==> src/rtl/shifter_pkg.sv <==
// Shared types for the iterative shifter: shift-mode encoding and FSM states.
package shifter_pkg;

    typedef enum logic [1:0] {
        SLL = 2'd0,
        SRL = 2'd1,
        SRA = 2'd2,
        ROL = 2'd3
    } shift_mode_e;

    typedef enum logic [1:0] {
        IDLE  = 2'd0,
        SHIFT = 2'd1,
        DONE  = 2'd2
    } shift_state_e;

endpackage

==> src/rtl/iterative_shifter_shift_step.sv <==
// Combinational one-position shift of a WIDTH-bit word, direction and fill chosen by mode.
module shift_step
    import shifter_pkg::*;
#(
    parameter int WIDTH = 32
) (
    input  logic [WIDTH-1:0] data_in,
    input  logic [1:0]       mode,
    output logic [WIDTH-1:0] data_out
);

    always_comb begin
        data_out = data_in;
        case (shift_mode_e'(mode))
            SLL:     data_out = {data_in[WIDTH-2:0], 1'b0};
            SRL:     data_out = {1'b0, data_in[WIDTH-1:1]};
            SRA:     data_out = {data_in[WIDTH-1], data_in[WIDTH-1:1]};
            ROL:     data_out = {data_in[WIDTH-2:0], data_in[WIDTH-1]};
            default: data_out = data_in;
        endcase
    end

endmodule

==> src/rtl/iterative_shifter.sv <==
// Multi-cycle shifter: one bit position per clock, start/ready/valid handshake.
//
// state | meaning
// IDLE  | waiting for start, ready=1
// SHIFT | shifting one position per edge, count down to zero, ready=0
// DONE  | one-cycle result_valid pulse, ready=1 (back-to-back accept allowed)
module iterative_shifter
    import shifter_pkg::*;
#(
    parameter int WIDTH = 32,
    localparam int SHAMT_W = $clog2(WIDTH)
) (
    input  logic               clock,
    input  logic               reset_n,
    input  logic               start,
    input  logic [1:0]         mode,
    input  logic [WIDTH-1:0]   data_operand,
    input  logic [SHAMT_W-1:0] shamt,
    output logic               ready,
    output logic               result_valid,
    output logic [WIDTH-1:0]   result
);

    shift_state_e       state_q, state_d;
    logic [SHAMT_W-1:0] count_q, count_d;
    shift_mode_e        mode_q, mode_d;
    logic [WIDTH-1:0]   work_q, work_d;
    logic [WIDTH-1:0]   step_out;
    logic               accept;

    shift_step #(.WIDTH(WIDTH)) u_shift_step (
        .data_in  (work_q),
        .mode     (mode_q),
        .data_out (step_out)
    );

    always_ff @(posedge clock or negedge reset_n) begin
        if (!reset_n) begin
            state_q <= IDLE;
            count_q <= '0;
            mode_q  <= SLL;
            work_q  <= '0;
        end else begin
            state_q <= state_d;
            count_q <= count_d;
            mode_q  <= mode_d;
            work_q  <= work_d;
        end
    end

    // Outputs decode only the state flop, so no input reaches them combinationally.
    assign ready        = (state_q != SHIFT);
    assign result_valid = (state_q == DONE);
    assign result       = work_q;
    assign accept       = start & ready;

    always_comb begin
        state_d = state_q;
        count_d = count_q;
        mode_d  = mode_q;
        work_d  = work_q;
        case (state_q)
            IDLE, DONE: begin
                if (accept) begin
                    work_d  = data_operand;
                    mode_d  = shift_mode_e'(mode);
                    count_d = shamt;
                    state_d = (shamt == '0) ? DONE : SHIFT;
                end else if (state_q == DONE) begin
                    state_d = IDLE;
                end
            end
            SHIFT: begin
                work_d  = step_out;
                count_d = count_q - SHAMT_W'(1);
                if (count_q == SHAMT_W'(1)) begin
                    state_d = DONE;
                end
            end
            default: state_d = IDLE;
        endcase
    end

endmodule

==> config.mk <==
export PLATFORM = sky130hd
export DESIGN_NAME = iterative_shifter
export DESIGN_NICKNAME = d
export VERILOG_FILES = /design/src/rtl/shifter_pkg.sv /design/src/rtl/iterative_shifter_shift_step.sv /design/src/rtl/iterative_shifter.sv
export SDC_FILE = /design/constraint.sdc
export NUM_CORES = 1
export LEC_CHECK = 0
export BUFFER_PORTS_ARGS = -buffer_cell sky130_fd_sc_hd__buf_2
export CAP_MARGIN = 0
export CORE_MARGIN = 10
export CORE_UTILIZATION = 45
export DETAILED_ROUTE_END_ITERATION = 16
export PLACE_DENSITY = 0.76
export SETUP_SLACK_MARGIN = 0.5
export SLEW_MARGIN = 20
export SYNTH_ARGS = -nofsm -noshare
export SYNTH_HDL_FRONTEND = slang
export SYNTH_SLANG_ARGS = --single-unit
==> constraint.sdc <==
create_clock -name clock -period 1.7 [get_ports clock]
set_input_delay 0.34 -clock clock [delete_from_list [all_inputs] [get_ports clock]]
set_output_delay 0.34 -clock clock [all_outputs]
set_load 0.02 [all_outputs]
==> results of run 1 <==
cells in the mapped netlist, drive strengths merged:
library cell / number
and2b: 1
nand2b: 1
o32ai: 1
o211a: 1
o221a: 1
nor2b: 3
a31oi: 1
clkbuf: 1
dfrtp: 41
or4: 2
nand3b: 1
mux2: 1
nor3: 1
buf: 12
o311ai: 1
mux2i: 91
inv: 4
a221o: 4
nor2: 5
and3: 2
or4b: 1
ha: 2
xnor2: 1
a221oi: 1
nand2: 11
nand3: 3
o21ai: 3
worst max-delay path, cell delays in order (launching register included):
cell and delay, ps:
dfrtp_1 400, and2b_4 300, clkinv_4 70, buf_6 130
cells by family after synthesis:
family,after synthesis,share of synthesized area (%)
simple gates,31,6.64
xor+xnor,1,0.685
fa+ha+maj,2,1.05
compound gates,13,4.58
flops,41,43.2
buf+inv,17,4.85
mux,92,39.0
layer usage:
metal	share of wire, %	global-route usage [%]
met5	0	0
met1	43	20.6
met4	1.1	4.37
met2	50	28.5
met3	6.2	4.76
sequential cells by signal, summed over array words and instances (netlist names):
register  count
count_q       5
mode_q        2
result       32
state_q       2
per-stage QoR:
stage / hold WS, ps / instances / cell area (um^2)
6_report: 259 / 425 / 4130
5_1_grt: 268 / 425 / 4130
4_1_cts: 241 / 406 / 3730
3_5_place_dp: 308 / 338 / 2890
3_3_place_gp: 301 / 338 / 2890
2_1_floorplan: 44.4 / 197 / 2390
area by class of cell:
class                   instances  area, um^2  area share (%)
clock buffers                   5        68.8            1.67
inverters                       4        20.0           0.485
multi-input cells             139        1350            32.6
clock inverters                 3        65.1            1.58
repair buffers                163        1510            36.6
well taps                      70        87.6            2.12
flip-flops and latches         41        1030            25.0
cell usage in the layout (no fill, tap or decap), drive strengths merged:
cell	instances
a221oi	1
and3	2
nand2	11
mux2i	91
or4	2
dlygate4sd3	1
a31oi	1
o32ai	1
nand3	3
nor3	1
nand3b	1
dfrtp	41
nor2	5
bufinv	2
o21ai	3
nand2b	1
or4b	1
o211a	1
clkbuf	6
buf	161
o221a	1
nor2b	3
clkinv	2
and2b	1
ha	2
xnor2	1
o311ai	1
inv	3
a221o	4
mux2	1
what timing repair did:
action | in CTS | in global routing
hold buffers | 1 | 0
buffers inserted | 54 | 18
cloned | 5 | 1
endpoints found under the setup margin | 73 | 72
pin swaps | 4 | 8
endpoints found under the hold margin | 16 | 0
resized for setup | 46 | 67
path summary, 6_finish.rpt:
path                            startpoint          to  depth (start not counted)
worst max-delay path            state_q[1]       ready                          3
worst min-delay path               mode[1]   mode_q[1]                          3
worst max register to register  state_q[0]  result[12]                          7
worst min register to register  count_q[4]  count_q[4]                          2
max in group asynchronous          reset_n   mode_q[1]                          3
min in group asynchronous          reset_n   result[3]                          2
power groups by stage:
stage,Sequential (mW),Clock [mW],Combinational (mW)
6_report,1.96,0.941,7.21
5_1_grt,2.01,0.985,7.59
4_1_cts,1.87,0.940,6.07
3_5_place_dp,2.09,0,3.98
3_3_place_gp,2.08,0,3.88
2_1_floorplan,2.42,0,2.59
==> results.sh, run 1 <==
export IMPL_status="complete, no violations"
export IMPL_coreArea_um2=5110
export IMPL_p_clk_share_pct=9.3
export IMPL_cp_max_fo=2
export IMPL_skew_ps=7.10
export IMPL_fill_cells=276
export IMPL_syn_avg_cell_area_um2=12.1
export IMPL_wire_per_inst_um=20.1
export IMPL_clk_pin_slew_ps=90
export IMPL_portBuffers=75
export IMPL_netlist_area_leader_share_pct=43.2
export IMPL_grt_use_total_pct=16.8
export IMPL_yosysTopAreaCell="dfrtp_1"
export IMPL_synth_cell_type_count=30
export IMPL_grt_pass1_wl_um=11900
export IMPL_p_per_area_nw_per_um2=2450
export IMPL_power_mw=10.1
export IMPL_rows=26
export IMPL_setup_viol=0
export IMPL_rsz0062_at_grt="true"
export IMPL_area_growth_pct=73.7
export IMPL_wl_um=8540
export IMPL_ys_top_cells_by_area="dfrtp_1 43%, mux2i_1 38%, buf_6 2.4%"
export IMPL_p_leak_nw=2.14
export IMPL_maxSlewViolCount=0
export IMPL_peakVddDrop_uv=1570
export IMPL_vias=2264
export IMPL_num_antenna_cells=0
export IMPL_power_frac_seq_pct=19.4
export IMPL_drtAntennaViolNets=0
export IMPL_drc=0
export IMPL_ios=76
export IMPL_slew_headroom_pct=69.5
export IMPL_pre_cts_ws_ps=273
export IMPL_cp_end_kind="output pin"
export IMPL_cts_buffers=5
export IMPL_internal_power_mw=6.18
export IMPL_syn_area_um2=2370
export IMPL_ys_ff_latch=41
export IMPL_cts_sinks=41
export IMPL_utilization_pct=80.8
export IMPL_fin_crit_ps=1540
export IMPL_first_iter_violations=132
export IMPL_first_pass_iters=4
export IMPL_cp_arrival_ps=1200
export IMPL_min_period_over_period_pct=90.5
export IMPL_antenna_found_initial=0
export IMPL_gp_congestion=0.801
export IMPL_ctsHtreeMaxLevel=2
export IMPL_reg2reg_slack_ps=170
export IMPL_final_nets=398
export IMPL_final_layout_size_suffix_gt1_share_pct=54.6
export IMPL_yosysWarnings=0
export IMPL_chipHeight_um=92.6
export IMPL_via_per_inst=5.33
export IMPL_overflow=0
export IMPL_syn_inst=197
export IMPL_cp_start_kind="flip-flop"
export IMPL_seq_area_frac_synth_pct=43.2
export IMPL_min_path_type="primary input to flip-flop"
export IMPL_p_comb_share_pct=71.3
export IMPL_clk_path_buf_depth=2
export IMPL_root_buffer="clkbuf_8"
export IMPL_setup_tns_final_ps=0
export IMPL_die_w_um=92.6
export IMPL_grt_max_degree=26
export IMPL_required_ps=1360
export IMPL_drv_cap=0
export IMPL_cts_tree="built"
export IMPL_syn_nets=241
export IMPL_first_global_vias=2391
export IMPL_switching_share_pct=38.9
export IMPL_critPathKind="flip-flop to output pin"
export IMPL_start_util_pct=46.5
export IMPL_clock_latency_ps=300
export IMPL_fp_dieArea_um2=8580
export IMPL_hpwlAfterDp_um=4300
export IMPL_hold_violations=0
export IMPL_p_sw_mw=3.93
export IMPL_timing_final_ws_setup_ps=162
export IMPL_worst_pin_slew_ps=457
export IMPL_fmax_mhz=650
Power figures use the tool's default switching activity.
==> run 2: changes to the inputs <==
--- a/config.mk
+++ b/config.mk
@@ -10,9 +10,10 @@
 export CORE_MARGIN = 10
 export CORE_UTILIZATION = 45
 export DETAILED_ROUTE_END_ITERATION = 16
+export GPL_TIMING_DRIVEN = 0
 export PLACE_DENSITY = 0.76
 export SETUP_SLACK_MARGIN = 0.5
-export SLEW_MARGIN = 20
+export SLEW_MARGIN = 25
 export SYNTH_ARGS = -nofsm -noshare
 export SYNTH_HDL_FRONTEND = slang
 export SYNTH_SLANG_ARGS = --single-unit
==> run 2 against run 1 <==
Effect of this change:
- non-clock buffer count down 4
- count of clock-buffer cells in the layout up 1
- global-route usage down 0.38 points
- critical path depth up 2
- largest power group unchanged
==> results.sh, run 2 (synthesis gave the netlist of run 1 again) <==
export IMPL_status="complete, no violations"
export IMPL_peakVddDrop_uv=1220
export IMPL_drc=0
export IMPL_fp_dieArea_um2=8580
export IMPL_overflow=0
export IMPL_drv_cap=0
export IMPL_num_antenna_cells=0
export IMPL_cp_startpoint="mode_q[1]"
export IMPL_p_leak_nw=2.07
export IMPL_cts_hold_buf=0
export IMPL_die_w_um=92.6
export IMPL_min_period_over_period_pct=91.9
export IMPL_internal_power_mw=5.58
export IMPL_final_nets=394
export IMPL_p_per_area_nw_per_um2=2340
export IMPL_first_global_vias=2350
export IMPL_rsz0062_at_grt="true"
export IMPL_path_cells="xnor2_4, buf_6, clkbuf_16, mux2i_1, mux2i_1"
export IMPL_fmax_mhz=640
export IMPL_cts_buffers=5
export IMPL_r2r_start="mode_q[1]"
export IMPL_grt_max_degree=42
export IMPL_slew_headroom_pct=64.2
export IMPL_grt_pass1_wl_um=11600
export IMPL_chipHeight_um=92.6
export IMPL_first_iter_violations=106
export IMPL_rows=26
export IMPL_min_path_type="primary input to asynchronous set/reset pin"
export IMPL_reg2reg_to="result[3]"
export IMPL_grt_use_total_pct=16.5
export IMPL_worstSetupEndpoint="result[3]"
export IMPL_coreArea_um2=5110
export IMPL_clk_path_buf_depth=2
export IMPL_critPathKind="flip-flop to flip-flop"
export IMPL_cp_start_kind="flip-flop"
export IMPL_switching_share_pct=40.2
export IMPL_cts_tree="built"
export IMPL_wl_um=7840
export IMPL_drtAntennaViolNets=0
export IMPL_cp_max_fo=5
export IMPL_required_ps=1860
export IMPL_holdWs_ps=8.58
export IMPL_layout_common_cells="90 x mux2i_1, 63 x buf_4, 44 x buf_2"
export IMPL_ctsHtreeMaxLevel=2
export IMPL_cp_arrival_ps=1720
export IMPL_maxSlewViolCount=0
export IMPL_gp_congestion=0.812
export IMPL_crit_family="flip-flops"
export IMPL_fill_cells=325
export IMPL_first_pass_iters=4
export IMPL_ios=76
export IMPL_cts_sinks=41
export IMPL_cp_end_kind="flip-flop"
export IMPL_p_comb_share_pct=72.0
export IMPL_p_sw_mw=3.75
export IMPL_reg2reg_slack_ps=140
export IMPL_cp_slowest_cell="dfrtp_2"
export IMPL_start_util_pct=46.5
export IMPL_crit_top_cell="mux2i_1"
export IMPL_hpwlAfterDp_um=4270
export IMPL_setup_tns_final_ps=0
export IMPL_place_area_um2=2860
export IMPL_vias=2199
export IMPL_worst_pin_slew_ps=538
export IMPL_wire_per_inst_um=18.6
export IMPL_portBuffers=75
export IMPL_power_frac_seq_pct=21.3
export IMPL_p_clk_share_pct=6.7
export IMPL_setup_viol=0
export IMPL_path_depth=5
export IMPL_antenna_found_initial=0
export IMPL_clock_latency_ps=300
export IMPL_cpPeakStageDelay_ps=470
export IMPL_worstRegToRegCells=5
export IMPL_area_growth_pct=68.0
export IMPL_via_per_inst=5.22
export IMPL_crit_buf_inv=2
export IMPL_root_buffer="clkbuf_8"
export IMPL_fin_crit_ps=1560
export IMPL_clk_pin_slew_ps=80
export IMPL_final_layout_size_suffix_gt1_share_pct=53.8
export IMPL_final_common_cell="mux2i_1"
export IMPL_finish_instance_area_um2=3990
export IMPL_largest_reg_flops=32
export IMPL_utilization_pct=78.1
export IMPL_hold_violations=0
export IMPL_skew_ps=6.04
run 2: repair_timing:
action,4_1_cts,5_1_grt
gates cloned,3,1
pin swaps,6,5
resized for setup,46,73
buffers inserted,45,22
setup endpoints to repair,75,72
run 2: worst reg2reg max path, stage by stage (launching register included):
cell       delay (ps)
dfrtp_2           470
xnor2_4           260
buf_6             160
clkbuf_16         140
mux2i_1           240
mux2i_1           150
run 2: cell type report:
| type | instances | area, um^2 | share of cell area (%) |
|---|---|---|---|
| multi-input cells | 139 | 1340 | 33.6 |
| repair buffers | 146 | 1230 | 30.8 |
| flip-flops and latches | 41 | 1030 | 25.8 |
| plain buffers | 13 | 195 | 4.89 |
| well taps | 70 | 87.6 | 2.20 |
| clock buffers | 6 | 72.6 | 1.82 |
| inverters | 4 | 22.5 | 0.564 |
| clock inverters | 2 | 10.0 | 0.251 |
run 2: power groups by stage:
| stage | sequential, mW | clock, mW | combinational, mW |
|---|---|---|---|
| after global routing | 2.03 | 0.681 | 7.17 |
| after floorplan | 2.42 | 0 | 2.59 |
| after detailed placement | 2.07 | 0 | 3.99 |
| after CTS | 1.86 | 0.634 | 5.44 |
| after global placement | 2.06 | 0 | 3.90 |
| final | 1.98 | 0.628 | 6.71 |
run 2: per-stage QoR:
step	setup WS, ps	std cells	power [mW]
floorplan	388	197	5.01
global placement	234	342	5.95
detailed placement	220	342	6.06
CTS	194	398	7.94
global route	105	421	9.88
finish	138	421	9.32
run 2: how the worst min path moves through the flow:
stage                     startpoint         end  slack [ps]  depth (start not counted)
after floorplan              reset_n  count_q[0]          40                          0
after global placement       reset_n  count_q[1]         520                          1
after detailed placement     reset_n  count_q[0]         520                          1
after CTS                    reset_n  result[17]         210                          1
after global routing         reset_n  count_q[0]          50                          1
final                        reset_n  count_q[0]           9                          1
run 2: layer usage:
metal,wire length (um),track usage [%]
met1,3310,20.3
met2,4040,28.0
met3,386,4.68
met4,106,3.47
met5,0,0
